==> config.mk <==
export PLATFORM = sky130hd
export DESIGN_NAME = note_stabilizer
export DESIGN_NICKNAME = d
export VERILOG_FILES = /design/src/rtl/note_stabilizer.sv
export SDC_FILE = /design/constraint.sdc
export NUM_CORES = 1
export LEC_CHECK = 0
export ABC_AREA = 1
export BUFFER_PORTS_ARGS = -buffer_cell sky130_fd_sc_hd__buf_4
export CAP_MARGIN = 20
export CORE_UTILIZATION = 65
export CTS_CLUSTER_DIAMETER = 60
export DETAILED_ROUTE_END_ITERATION = 8
export PLACE_DENSITY = 0.92
export SLEW_MARGIN = 20
export SYNTH_ARGS = -nofsm -noshare
export SYNTH_HDL_FRONTEND = slang
export SYNTH_SLANG_ARGS = --single-unit
==> constraint.sdc <==
create_clock -name clk -period 2.81 [get_ports clk]
set_input_delay 0.562 -clock clk [delete_from_list [all_inputs] [get_ports clk]]
set_output_delay 0.562 -clock clk [all_outputs]
set_load 0.01 [all_outputs]
==> src/rtl/note_stabilizer.sv <==
// Debounces raw note detections into a stable locked note with a silence timeout.
module note_stabilizer #(
  parameter int unsigned CLK_MHZ        = 50,
  parameter int unsigned CONFIRM_CNT    = 4,
  parameter int unsigned TIMEOUT_MS     = 200,
  parameter int unsigned TIMEOUT_CYCLES = CLK_MHZ * 1000 * TIMEOUT_MS,
  localparam int unsigned RW = $clog2(CONFIRM_CNT + 1)
) (
  input  logic          clk,
  input  logic          rst,
  input  logic          note_vld,
  input  logic [3:0]    note_idx,
  output logic          stable_vld,
  output logic [3:0]    stable_note,
  output logic          note_change,
  output logic [RW-1:0] run_len
);

  localparam int unsigned TW = (TIMEOUT_CYCLES > 1) ? $clog2(TIMEOUT_CYCLES) : 1;
  localparam logic [3:0]  NO_NOTE = 4'hF;
  localparam logic [3:0]  MAX_NOTE = 4'd11;

  typedef enum logic [0:0] {SILENT, LOCKED} state_e;

  state_e          state_q, state_d;
  logic [3:0]      cand_q, cand_d;
  logic [RW-1:0]   run_q, run_d;
  logic [TW-1:0]   timer_q, timer_d;
  logic            vld_q, vld_d;
  logic [3:0]      note_q, note_d;
  logic            chg_q, chg_d;
  logic            valid_c;
  logic            hit_c;

  // State and output registers with synchronous reset
  always_ff @(posedge clk) begin
    if (rst) begin
      state_q <= SILENT;
      cand_q  <= NO_NOTE;
      run_q   <= '0;
      timer_q <= '0;
      vld_q   <= 1'b0;
      note_q  <= NO_NOTE;
      chg_q   <= 1'b0;
    end else begin
      state_q <= state_d;
      cand_q  <= cand_d;
      run_q   <= run_d;
      timer_q <= timer_d;
      vld_q   <= vld_d;
      note_q  <= note_d;
      chg_q   <= chg_d;
    end
  end

  // Candidate tracking, hold timer and lock/release decisions
  always_comb begin
    state_d = state_q;
    cand_d  = cand_q;
    run_d   = run_q;
    timer_d = timer_q;
    vld_d   = vld_q;
    note_d  = note_q;
    chg_d   = 1'b0;
    valid_c = note_vld && (note_idx <= MAX_NOTE);
    hit_c   = 1'b0;

    // Run length of identical valid detections, saturating at the lock threshold
    if (note_vld) begin
      if (!valid_c) begin
        cand_d = NO_NOTE;
        run_d  = '0;
      end else if (note_idx == cand_q) begin
        run_d = (run_q == RW'(CONFIRM_CNT)) ? run_q : RW'(run_q + RW'(1));
      end else begin
        cand_d = note_idx;
        run_d  = RW'(1);
      end
    end

    hit_c = valid_c && (run_d == RW'(CONFIRM_CNT));

    // Any valid detection restarts the hold window; it only counts down while locked
    if (valid_c) begin
      timer_d = TW'(TIMEOUT_CYCLES - 1);
    end else if ((state_q == LOCKED) && (timer_q != '0)) begin
      timer_d = TW'(timer_q - TW'(1));
    end

    case (state_q)
      SILENT: begin
        if (hit_c) begin
          state_d = LOCKED;
          vld_d   = 1'b1;
          note_d  = cand_d;
          chg_d   = 1'b1;
        end
      end
      LOCKED: begin
        if (hit_c) begin
          if (cand_d != note_q) begin
            note_d = cand_d;
            chg_d  = 1'b1;
          end
        end else if (!valid_c && (timer_q == '0)) begin
          state_d = SILENT;
          vld_d   = 1'b0;
          note_d  = NO_NOTE;
          chg_d   = 1'b1;
          cand_d  = NO_NOTE;
          run_d   = '0;
        end
      end
      default: state_d = SILENT;
    endcase
  end

  assign stable_vld  = vld_q;
  assign stable_note = note_q;
  assign note_change = chg_q;
  assign run_len     = run_q;

endmodule
# [After elaboration in Yosys (flattened, before gate mapping)]
# Cells that the tools add are included.
# Widths: inputs -> output; s select.
[totals] regBits=38 input_bits=7 word_cells=64
[classes] addsub=2 magnitude_cmp=1 eq_ne=9 mux=32 bitwise=1 n_reduce_logical=11
[ops] operator="$mux 24" count=2
[ops] operator="$mux 4" count=10
[ops] operator="$logic_not 24->1" count=1
[ops] operator="$reduce_bool 24->1" count=1
[ops] operator="$sub 24x1->24 const B" count=1
[ops] operator="$mux 3" count=7
[ops] operator="$mux 1" count=9
[ops] operator="$pmux 4 s2" count=1
[ops] operator="$eq 3x3->1 const B" count=2
[ops] operator="$pmux 1 s2" count=3
[ops] operator="$reduce_and 3->1" count=2
[ops] operator="$eq 4x4->1" count=1
[ops] operator="$le 4x4->1 const B" count=1
[ops] operator="$logic_and 1x1->1" count=4
[ops] operator="$ne 2x2->1 const B" count=2
[ops] operator="$ne 4x4->1" count=1
[ops] operator="$add 3x1->3 const B" count=1
[ops] operator="$ne 3x1->1 const B" count=1
[ops] operator="$ne 3x2->1 const B" count=1
[ops] operator="$ne 2x1->1 const B" count=1
[ops] operator="$reduce_bool 2->1" count=1
[ops] operator="$reduce_or 2->1" count=1
[ops] operator="$logic_not 1->1" count=1
[ops] operator="$not 1->1" count=1

# [Longest topological paths before layout]
[logic_depth] depth_word=9 depth_mapped=13 depth_no_buf=13

# [Least setup slack after synthesis]
# No wires, ideal clock.
[synth_timing] path_type="in2reg" from="input port note_vld" to="register note_q[2], in the netlist stable_note[2]" arrival_ns=1.510 t_required_ns=2.685 path_slack_ns=1.175 stages=10 path_buffers=2 cell_sequence="buf_6 nand2_4 nand2_2 buf_12 a21oi_4 nand2_2 nand2_1 nand2_1 nand2_1 nand3_1"
[synth_between] elab_chain_cells=7 word_cells_on_any_way=18 classes_between="5 x eq/ne; 8 x mux; 5 x reduce/logical"
[synth_rtl] item="start, declared" line="11" text="input logic note_vld,"
[synth_rtl] item="$logic_and 1x1->1" line="65" text="valid_c = note_vld && (note_idx <= MAX_NOTE);"
[synth_rtl] item="$mux 3" line="70" text="if (!valid_c) begin"
[synth_rtl] item="$mux 3" line="69" text="if (note_vld) begin"
[synth_rtl] item="$eq 3x3->1" line="81" text="hit_c = valid_c && (run_d == RW'(CONFIRM_CNT));"
[synth_rtl] item="$logic_and 1x1->1" line="81"
[synth_rtl] item="$ne 3x2->1 (no line), or another cell as far along"
[synth_rtl] item="$reduce_and 3->1 (no line) / $pmux 4 s2 (equally long branches)"
[synth_rtl] item="end signal, assigned" line="51" text="note_q <= note_d;"
[synth_rtl] item="end, declared" line="30" text="logic [3:0] note_q, note_d;"
# Parallel ways exist; a longest one is shown, timed or not. The select of a mux whose other input is x is not followed.
# A chain may end at the register's enable or synchronous reset.

# [Worst setup path after layout]
[layout_timing] from="register timer_q[0]" to="register timer_q[19]"
[layout_between] elab_chain_cells=3 word_cells_on_any_way=6 classes_between="1 x add/sub; 2 x mux; 3 x reduce/logical"
[layout_rtl] item="start, declared" line="28" text="logic [TW-1:0] timer_q, timer_d;"
[layout_rtl] item="start signal, assigned" line="49" text="timer_q <= timer_d;"
[layout_rtl] item="$sub 24x1->24 / $reduce_bool 24->1 (equally long branches)" line="87, 86"
[layout_rtl] item="$mux 24 / $logic_and 1x1->1 (equally long branches)" line="86" text="end else if ((state_q == LOCKED) && (timer_q != '0)) begin"
[layout_rtl] item="$mux 24 / $reduce_bool 2->1 (equally long branches)"
# Parallel ways exist; a longest one is shown, timed or not. The select of a mux whose other input is x is not followed.

==> results.md <==
* HPWL after DPL at around 4100 um
* Setup Crit Path Kind: flop to flop
* TritonCTS clock tree: done
* Area delta synth->final at 7.59%
* Initial DRT Pass Iterations at 5
* Critical Path Sink Type: flop
* FMAX at between 500 and 600 MHz
* CTS Buf Count at 5
* Top-area cell type share of the netlist area at between 30% and 40%
* Yosys top cell by area: dfxtp_1
* Cell count after synthesis at ~360
* Final hold violations at 0
* Slew headroom at 73.1%
* Share of power burned in registers at around half
* Adder-Cell Fraction of Synth Area at roughly 2.1%
* Vias post-DR at 2278
* Status: complete, no violations
* Mux cell area share after synthesis at 0%
* # rows at 21
* Wire per inst at between 10 and 15 um
* Cts-stage hold buffer count at 0
* Vias per cell at 5.46
* Gr usage total at 31.1%
* Worst EP required at between 3000 and 4000 ps
* DRC at 0
* Ports at 16
* Power Density at about 460 nW/um^2
* Max-capacitance violation count at 0
* Clock share of power at 30.7%
* Core area at between 3000 and 4000 um^2
* Worst Reg-to-Reg Cells at 12
* Compound-Gate Fraction of Synth Area at under 10%
* Main combinational cell family by area after synthesis: simple AND/OR/NAND/NOR gates
* Syn. warnings at 0
* Ranking of synthesized cells by area: dfxtp_1, nand2_1, nor2_1
* Grt total ovfl at 0
* Worst skew pair latency at between 200 and 300 ps
* RSZ-0062 raised after global routing: false
* Die width at approximately 63 um
* Largest net degree at the start of global routing at 27
* Worst vdd ir at around 400 uV
* Clk root buf: clkbuf_8
* Count of pins over their slew limit at 0
* Synth Cell Area at approximately 2400 um^2
* P_leak at around 1.2 nW
* Hold Crit Class: flop to flop
* Post-synth net total at 367
* Register area share after synthesis at a little under a third
* Worst-path clk slew at roughly 70 ps
* Setup TNS at 0 ps
* Worst Hold End: timer_q[21]$_SDFFE_PP0P_
* Placed Cells at 410
* Routed Antenna Nets at 0
* Switch Pwr at ~0.36 mW
* Critical hold path startpoint: timer_q[21]$_SDFFE_PP0P_
* Worst r2r src: timer_q[0]$_SDFFE_PP0P_
* Setup bufs post-CTS at 0
* Final Setup Violations at 0
* Vias in the first global route at between 2000 and 2500
* Port buffer count at 15
* Crit-path max FO at 26
* Initial antenna violation count at 0
* Post-cts sizing count at 0
* XOR/XNOR share of the synthesized area at about 7.3%
* Clock Skew at 7.46 ps
* R2r setup slk at approximately 900 ps
* Initial core utilization at a little over two thirds
* RR Endpoint: timer_q[19]$_SDFFE_PP0P_
* Part of the power in combinational logic at between 15 and 20%
* Pint at approximately 0.8 mW
* Post-synth top cells: nand2_1, nor2_1, dfxtp_1
* Share of layout cells above drive strength 1 at between 10% and 20%
* Hold depth at 2
* Fin cells at 417
* Vert. Die Dim at approximately 63 um
* Synth Register Bits at 38
* Critical Path AT at between 2000 and 2500 ps
* CTS sink cnt at 38
* Die area at between 3000 and 4000 um^2
* Ys flop type: dfxtp_1
* Global-route wire length before repair at around 10000 um
* Synth Area in Simple Gates at between 40% and 50%
* Post-synth EDFFs at 0
* Diode count at 0
* Final net count at ~380
* Htree depth at 2
* Async set-reset flop share out of synthesis at 0%
* Crit path launch type: flop
* Post-Syn Area per Cell at 6.72 um^2
* Most numerous cell in the Yosys netlist: nand2_1
* Synth unique cells at 35
* Drt total wl at between 5000 and 6000 um
* Fin crit period at ~1900 ps
* Period utilization at approximately two thirds
* Max Root-Sink Buffers at 2
* Sw Share at about 31%
* 1st-iter DRT viols at 150
* Final RePlAce weighted congestion at approximately 0.95
* Worst-margin pin slew at approximately 400 ps
[worst max-delay path by stage]
stage                            start  slack (ps)  depth (start not counted)                          end
2_1_floorplan                 note_vld        1180                         10  stable_note[2]$_SDFFE_PP1P_
3_3_place_gp               note_idx[3]         730                         13  stable_note[1]$_SDFFE_PP1P_
3_5_place_dp               note_idx[3]         620                         13  stable_note[1]$_SDFFE_PP1P_
4_1_cts        timer_q[0]$_SDFFE_PP0P_         910                         12     timer_q[23]$_SDFFE_PP0P_
5_1_grt        timer_q[0]$_SDFFE_PP0P_         750                         12     timer_q[19]$_SDFFE_PP0P_
6_report       timer_q[0]$_SDFFE_PP0P_         900                         12     timer_q[19]$_SDFFE_PP0P_
[logic make-up after synthesis]
family                   count (synthesis)
AO/OA/AOI/OAI                           40
adder cells (fa/ha/maj)                  4
AND/OR/NAND/NOR                        213
XOR/XNOR                                20
flip-flops                              38
buffers and inverters                   41
[placed cells by master (no fill, tap or decap), types with 4 or more instances in the layout]
master,Yosys,final
a21oi_1,22,22
xor2_1,11,11
clkbuf_8,0,5
nor2_1,54,54
xnor2_1,9,9
nor2_2,9,9
ha_1,4,4
inv_1,29,29
nand3_1,25,25
buf_4,3,15
o21ai_0,9,9
nand2_2,10,10
nand2_1,102,102
dfxtp_1,38,38
[power groups by stage]
stage	clock (mW)	combinational (mW)	sequential, mW
3_3_place_gp	0	0.215	0.595
5_1_grt	0.391	0.258	0.585
6_report	0.360	0.227	0.584
2_1_floorplan	0	0.182	0.590
3_5_place_dp	0	0.222	0.595
4_1_cts	0.361	0.225	0.583
[flip-flops by register name, summed over array words and instances (netlist names)]
name         cells
timer_q         24
run_len          3
cand_q           4
note_change      1
state_q          1
stable_vld       1
stable_note      4
[per-stage QoR]
| stage | hold WS, ps | instance area (um^2) | setup slack [ps] | utilization, % | total power, mW |
|---|---|---|---|---|---|
| finish | 491 | 2570 | 901 | 74.7 | 1.17 |
| detailed placement | 481 | 2490 | 615 | 72.4 | 0.817 |
| CTS | 491 | 2570 | 909 | 74.7 | 1.17 |
| global route | 510 | 2570 | 750 | 74.7 | 1.23 |
| global placement | 468 | 2490 | 732 | 72.4 | 0.810 |
| floorplan | 457 | 2390 | 1180 | - | 0.773 |
[critical path, cell delays in order, from the launching register on]
cell and delay (ps):
dfxtp_1 340, inv_1 160, ha_1 180, nand2_1 70, nor3_2 120, nand3_2 120
nand2_4 270, inv_4 160, nor2_8 190, nand2_2 70, o211ai_2 60, nand2_1 60
inv_1 50
[per-layer routing]
layer	vias to the layer above	GRT usage (%)	part of all wire, %
met5	-	0	0
met4	0	8.14	1.2
met3	9	5.47	5.9
met2	82	49.7	45
met1	1037	43.2	48
li1	1150	-	-
[cell type report]
type,count,area [um^2]
tap,46,57.6
clock inverter,1,7.51
clock buffer,6,72.6
inverter,34,130
sequential,38,761
timing repair buffer,15,113
multi-input combinational,277,1430
fill,274,870
No activity file was read; power rests on OpenSTA's default activity.
